## config.mk

```make
export PLATFORM = sky130hd
export DESIGN_NAME = bin_to_bcd_serial
export DESIGN_NICKNAME = d
export VERILOG_FILES = /design/src/rtl/bcd_pkg.sv /design/src/rtl/bcd_digit_adjust.sv /design/src/rtl/bin_to_bcd_serial.sv
export SDC_FILE = /design/constraint.sdc
export NUM_CORES = 1
export LEC_CHECK = 0
export ABC_AREA = 1
export CELL_PAD_IN_SITES_DETAIL_PLACEMENT = 1
export CELL_PAD_IN_SITES_GLOBAL_PLACEMENT = 2
export CORE_ASPECT_RATIO = 1.75
export CORE_MARGIN = 4
export CORE_UTILIZATION = 34
export CTS_BUF_LIST = sky130_fd_sc_hd__clkbuf_8
export DETAILED_ROUTE_END_ITERATION = 6
export HOLD_SLACK_MARGIN = 0.06
export PLACE_DENSITY = 0.95
export SYNTH_ARGS = -nofsm -noshare
export SYNTH_HDL_FRONTEND = slang
export SYNTH_SLANG_ARGS = --single-unit
```

## constraint.sdc

```tcl
create_clock -name clock_100Mhz -period 3.4 [get_ports clock_100Mhz]
set_input_delay 1.02 -clock clock_100Mhz [delete_from_list [all_inputs] [get_ports clock_100Mhz]]
set_output_delay 1.02 -clock clock_100Mhz [all_outputs]
set_load 0.03 [all_outputs]
```

## src/rtl/bcd_pkg.sv

```systemverilog
// Shared types and constants for the serial binary-to-BCD converter.
package bcd_pkg;

  typedef enum logic [0:0] {
    StIdle,
    StConvert
  } state_e;

  localparam int unsigned DigitWidth = 4;

  // Largest value representable in the given number of decimal digits (10^digits - 1).
  function automatic int unsigned max_bcd_value(input int unsigned digits);
    int unsigned v;
    v = 1;
    for (int unsigned i = 0; i < digits; i++) begin
      v = v * 10;
    end
    return v - 1;
  endfunction

endpackage

```

## src/rtl/bcd_digit_adjust.sv

```systemverilog
// Double-dabble digit correction: add 3 to a BCD digit that is 5 or more so the
// following left shift carries correctly into the next decimal digit.
module bcd_digit_adjust
  import bcd_pkg::*;
(
  input  logic [DigitWidth-1:0] i_digit,
  output logic [DigitWidth-1:0] o_digit
);

  // Inputs never exceed 9, so the result stays within 4 bits (max 12).
  always_comb begin
    o_digit = i_digit;
    if (i_digit >= 4'd5) begin
      o_digit = i_digit + 4'd3;
    end
  end

endmodule

```

## src/rtl/bin_to_bcd_serial.sv

```systemverilog
// Iterative shift-and-add-3 binary-to-BCD converter, one input bit per clock,
// with valid/ready input handshake and glitch-free registered BCD output.
module bin_to_bcd_serial
  import bcd_pkg::*;
#(
  parameter int unsigned BIN_WIDTH = 14,
  parameter int unsigned DIGITS    = 4
) (
  input  logic                         clock_100Mhz,
  input  logic                         reset,
  input  logic [BIN_WIDTH-1:0]         bin_in,
  input  logic                         in_valid,
  output logic                         in_ready,
  output logic [DigitWidth*DIGITS-1:0] bcd_out,
  output logic                         overflow,
  output logic                         done,
  output logic                         busy
);

  localparam int unsigned BcdW   = DigitWidth * DIGITS;
  localparam int unsigned CntW   = (BIN_WIDTH > 1) ? $clog2(BIN_WIDTH) : 1;
  localparam int unsigned MaxVal = max_bcd_value(DIGITS);
  localparam logic [CntW-1:0]      LastCnt = CntW'(BIN_WIDTH - 1);
  localparam logic [BIN_WIDTH-1:0] SatVal  = BIN_WIDTH'(MaxVal);

  state_e              r_state;
  state_e              w_state_next;
  logic [BIN_WIDTH-1:0] r_bin;
  logic [BcdW-1:0]      r_scratch;
  logic [CntW-1:0]      r_cnt;
  logic                 r_ovf_flag;
  logic [BcdW-1:0]      r_bcd_out;
  logic                 r_overflow;
  logic                 r_done;

  logic                 w_accept;
  logic                 w_last;
  logic [31:0]          w_bin_ext;
  logic                 w_sat;
  logic [BIN_WIDTH-1:0] w_load;
  logic [BcdW-1:0]      w_adj;
  logic [BcdW-1:0]      w_scratch_shift;

  assign in_ready = (r_state == StIdle) && reset;
  assign busy     = (r_state == StConvert);
  assign bcd_out  = r_bcd_out;
  assign overflow = r_overflow;
  assign done     = r_done;

  // Inputs above the displayable range are clamped to all nines.
  assign w_bin_ext = 32'(bin_in);
  assign w_sat     = (w_bin_ext > MaxVal);
  assign w_load    = w_sat ? SatVal : bin_in;

  for (genvar g = 0; g < DIGITS; g++) begin : g_digit
    bcd_digit_adjust u_adjust (
      .i_digit(r_scratch[g*DigitWidth +: DigitWidth]),
      .o_digit(w_adj[g*DigitWidth +: DigitWidth])
    );
  end

  // Corrected scratch shifted left with the next binary MSB entering at the bottom.
  assign w_scratch_shift = {w_adj[BcdW-2:0], r_bin[BIN_WIDTH-1]};

  // Next-state decode: accept in idle, finish on the last iteration.
  always_comb begin
    w_state_next = r_state;
    w_accept     = 1'b0;
    w_last       = 1'b0;
    unique case (r_state)
      StIdle: begin
        if (in_valid && in_ready) begin
          w_accept     = 1'b1;
          w_state_next = StConvert;
        end
      end
      StConvert: begin
        if (r_cnt == LastCnt) begin
          w_last       = 1'b1;
          w_state_next = StIdle;
        end
      end
      default: w_state_next = StIdle;
    endcase
  end

  // State register with synchronous active-low reset.
  always_ff @(posedge clock_100Mhz) begin
    if (!reset) begin
      r_state <= StIdle;
    end else begin
      r_state <= w_state_next;
    end
  end

  // Datapath: load on accept, iterate while converting, publish on completion only.
  always_ff @(posedge clock_100Mhz) begin
    if (!reset) begin
      r_bin      <= '0;
      r_scratch  <= '0;
      r_cnt      <= '0;
      r_ovf_flag <= 1'b0;
      r_bcd_out  <= '0;
      r_overflow <= 1'b0;
      r_done     <= 1'b0;
    end else begin
      r_done <= w_last;
      if (w_accept) begin
        r_bin      <= w_load;
        r_ovf_flag <= w_sat;
        r_scratch  <= '0;
        r_cnt      <= '0;
      end else if (r_state == StConvert) begin
        r_scratch <= w_scratch_shift;
        r_bin     <= r_bin << 1;
        r_cnt     <= r_cnt + 1'b1;
        if (w_last) begin
          r_bcd_out  <= w_scratch_shift;
          r_overflow <= r_ovf_flag;
        end
      end
    end
  end

endmodule
```

# ---- Yosys cells after proc, flatten, opt, wreduce, memory -nomap -nowiden
# Index checks and enable logic that the tools add are counted.
dict set report word_totals {
  reg_bits 54
  out_inout_bits 20
}
dict set report op_classes {
  add_sub_neg 5
  n_lt_le_gt_ge 5
  n_eq_ne 1
  mux 13
  n_bitwise 3
  n_reduce_logical 5
}
# op n
set ops {}
lappend ops {{14-bit two-way mux} 3}
lappend ops {{4-bit by 3-bit >= comparator with 1-bit output (second input constant)} 4}
lappend ops {{14-bit > comparator (second input constant)} 1}
lappend ops {{4-bit by 2-bit adder with 4-bit output (second input constant)} 3}
lappend ops {{4-bit two-way mux} 3}
lappend ops {{1-bit two-way mux} 5}
lappend ops {{4-bit by 1-bit adder with 4-bit output (second input constant)} 1}
lappend ops {{4-bit equality test (second input constant)} 1}
lappend ops {{3-bit by 2-bit adder with 3-bit output (second input constant)} 1}
lappend ops {{3-bit two-way mux} 1}
lappend ops {{1-bit NOT} 3}
lappend ops {{3-bit AND reduction} 1}
lappend ops {{1-bit logical AND} 2}
lappend ops {{1-bit case mux with 2 select lines} 1}
lappend ops {{2-bit nonzero test} 1}
lappend ops {{2-bit OR reduction} 1}

# ---- Depth between registers and ports, before layout
dict set report logic_depth {
  ltp_word 7
  depth_mapped 10
  depth_no_buf 9
}

# ---- By module
# From an unflattened synthesis, not the netlist that was laid out.
dict set report unflattened {
  hier_cells 365
  hier_area_um2 2643.8
}
# module instances cells_per_inst area_each_um2
set by_module_without_submodules {}
lappend by_module_without_submodules {bin_to_bcd_serial 1 273 2103.3}
lappend by_module_without_submodules {bcd_digit_adjust 4 23 135.1}

# ---- Least setup slack after synthesis
# OpenSTA, ideal clock, no wires.
dict set report synth_timing {
  kind {in2out}
  startpoint {input reset}
  endpoint {output in_ready}
  arrival_time_ns 1.411
  setup_slack_ns 0.969
  stages 3
  n_path_buf 1
  cell_sequence {buf_6 -> inv_6 -> nor2_4}
}
dict set report synth_via {
  elab_chain_len 1
}
# element line_no
set synth_rtl {}
lappend synth_rtl {{from (decl)} bin_to_bcd_serial.sv:10} ;# input logic reset,
lappend synth_rtl {{1-bit logical AND} bin_to_bcd_serial.sv:44} ;# assign in_ready = (r_state == StIdle) && reset;
lappend synth_rtl {{to (decl)} bin_to_bcd_serial.sv:13} ;# output logic in_ready,
# No other way between the ends.

# ---- Final worst setup path
# Same ends and word-level chain as after synthesis.

==> impl_metrics.env <==
export IMPL_status="finished, final reports clean"
export IMPL_worstPathArrival_ns=1.95
export IMPL_syn_avg_cell_area_um2=7.21
export IMPL_rows=42
export IMPL_slew_violations=0
export IMPL_dr_pass1_iters=4
export IMPL_ant_nets=0
export IMPL_vdd_drop_max_uv=248
export IMPL_synthTopCellsByArea="dfxtp_1 (41%), nand2_1 (9.9%), inv_1 (8.3%)"
export IMPL_final_cells=490
export IMPL_hold_viol_final=0
export IMPL_crit_path_top_delay_cell="clkdlybuf4s50_1"
export IMPL_multi_input_area_um2=1240
export IMPL_crit_path_max_fanout=18
export IMPL_synth_top_area_share_pct=40.7
export IMPL_dpl_cell_count=482
export IMPL_first_global_vias=2537
export IMPL_min_path_type="register to register"
export IMPL_num_vias=2410
export IMPL_area_growth_pct=18.5
export IMPL_relSlewSlack_pct=50.1
export IMPL_num_io_pins=37
export IMPL_fillers=993
export IMPL_overflow=0
export IMPL_synth_common_cells="nand2_1 (70), inv_1 (59), dfxtp_1 (54), nor2_1 (43), o21ai_0 (33)"
export IMPL_syn_nets=395
export IMPL_synth_cell_types=31
export IMPL_core_um2=7570
export IMPL_diodes=0
export IMPL_p_leak_uw=0.00144
export IMPL_final_layout_size_suffix_gt1_share_pct=7.71
export IMPL_htreeDepth=2
export IMPL_yosysMostFrequentCell="nand2_1"
export IMPL_drc=0
export IMPL_cts_buffer_depth=2
export IMPL_routed_via_density=4.92
export IMPL_finClkSkew_ns=0.0157
export IMPL_dieArea_um2=9340
export IMPL_clk_latency_ns=0.32
export IMPL_gp_congestion=0.791
export IMPL_finalPower_uw=1250
export IMPL_ys_seq_elements=54
export IMPL_post_cts_setup_buffer_count=0
export IMPL_io_buffers=36
export IMPL_fin_crit_sh_pct=87.4
export IMPL_max_slew_worst_pin_slew_ns=0.747
export IMPL_wl_per_cell_um=13.6
export IMPL_synth_top_cell_by_area="dfxtp_1"
export IMPL_synthArstFlopShare_pct=0
export IMPL_hold_buffers=0
export IMPL_max_freq_ghz=0.337
export IMPL_setup_viol=0
export IMPL_numCtsBuffers=5
export IMPL_synth_edf_count=0
export IMPL_utilization_pct=41.6
export IMPL_die_x_um=74.8
export IMPL_whs_ns=0.462
export IMPL_crit_path_end_kind="output pin"
export IMPL_hpwl_um=5030
export IMPL_initial_core_util_pct=35.1
export IMPL_dr_first_iter_drc_count=58
export IMPL_grt_pass1_wl_um=11400
export IMPL_required_ns=2.38
export IMPL_seqCellArea_um2=1080
export IMPL_critical_path_class="primary input to output pin"
export IMPL_power_density_nw_per_um2=398
export IMPL_nNetsFinal=428
export IMPL_grt_usage_pct=15.6
export IMPL_max_cap_violations=0
export IMPL_setup_tns_ns=0
export IMPL_startpoint_type="primary input"
export IMPL_clk_pin_slew_ns=0.11
export IMPL_cts_sinks=54
export IMPL_yosys_warnings=0
export IMPL_rsz0062_at_grt="false"
export IMPL_worstPathCellList="clkdlybuf4s50_1, inv_6, nor2_4, buf_4"
export IMPL_ctsResizeCount=0
export IMPL_grt_antenna_before_repair=0
export IMPL_clock_root_buffer="clkbuf_8"
export IMPL_routed_wl_um=6660
export IMPL_syn_inst=368
export IMPL_synth_ff_type="dfxtp_1"
export IMPL_finalCriticalPeriod_ns=2.97
export IMPL_cpPeakStageDelay_ns=0.55
export IMPL_syn_area_um2=2660
export IMPL_die_y_um=125
export IMPL_grt_max_degree=30
export IMPL_cts_tree="yes"
export IMPL_yosysSeqAreaShare_pct=40.7
## stage by stage
step / worst slack, ns / instance area (um^2)
2_1_floorplan: 0.969 / 2660
3_3_place_gp: 0.434 / 3060
3_5_place_dp: 0.422 / 3060
4_1_cts: 0.420 / 3150
5_1_grt: 0.383 / 3150
6_report: 0.429 / 3150
## cell type report
| cell class | instances | area share, % |
|---|---|---|
| timing repair buffer | 40 | 12.3 |
| inverter | 61 | 7.44 |
| multi-input combinational | 239 | 39.5 |
| clock buffer | 5 | 2.19 |
| sequential | 54 | 34.4 |
| clock inverter | 3 | 0.676 |
| tap | 88 | 3.50 |
## final timing paths
| path | from | endpoint | slack [ns] | cells after the start |
|---|---|---|---|---|
| worst max-delay path | reset | in_ready | 0.43 | 4 |
| worst min-delay path | r_ovf_flag | r_ovf_flag | 0.46 | 2 |
| worst max register to register | busy | bcd_out[4] | 1.52 | 6 |
| worst min register to register | r_ovf_flag | r_ovf_flag | 0.46 | 2 |
## cells by family (layout without fill, tap and decap cells)
| family | count (synthesis) | after routing | share of synthesized area (%) |
|---|---|---|---|
| XOR/XNOR | 5 | 5 | 1.65 |
| AO/OA/AOI/OAI | 86 | 86 | 18.3 |
| AND/OR/NAND/NOR | 138 | 138 | 22.2 |
| buffers and inverters | 75 | 109 | 12.4 |
| flip-flops | 54 | 54 | 40.7 |
| adder cells (fa/ha/maj) | 10 | 10 | 4.71 |
## report_power, final
group / internal [uW] / leakage, uW / switching (uW) / total [uW]
clock: 145 / 0.0000441 / 225 / 370
combinational: 74.8 / 0.000953 / 123 / 197
sequential: 664 / 0.000441 / 21.4 / 686
total: 884 / 0.00144 / 369 / 1250
## layer usage
| metal | vias to the layer above | GRT usage [%] | part of all wire (%) |
|---|---|---|---|
| met5 | - | 0 | 0 |
| met4 | 0 | 5.87 | 1.6 |
| met3 | 8 | 2.58 | 3.4 |
| met2 | 41 | 29.8 | 56 |
| met1 | 1138 | 15.8 | 39 |
| li1 | 1223 | - | - |
## worst max-delay path, delay by kind of cell
kind          cells  cell delay (ns)
buf+inv           3             0.82
simple gates      1             0.10
## state kept, by name, indices dropped and copies added (netlist names)
name	count
r_scratch	16
done	1
bcd_out	16
busy	1
r_cnt	4
overflow	1
r_ovf_flag	1
r_bin	14
## placed cells by master (no fill, tap or decap)
cell type / instances
xnor2_1: 1
buf_4: 5
nand2_1: 70
o21ai_1: 3
inv_2: 1
nor2_4: 2
clkdlybuf4s50_1: 35
o211ai_1: 4
or2_2: 3
nor2_1: 43
clkinv_2: 1
a211oi_2: 2
inv_6: 1
inv_1: 59
clkinvlp_4: 1
clkinv_4: 1
nand3b_1: 1
o21ai_0: 33
ha_1: 10
nand4_1: 2
clkbuf_8: 5
nand3_1: 12
nand2_8: 1
dfxtp_1: 54
a31oi_1: 6
a21oi_2: 6
nor3_1: 1
nand2_2: 2
xor2_1: 4
a21oi_1: 32
or2_1: 1
No activity file was read; power rests on OpenSTA's default activity.
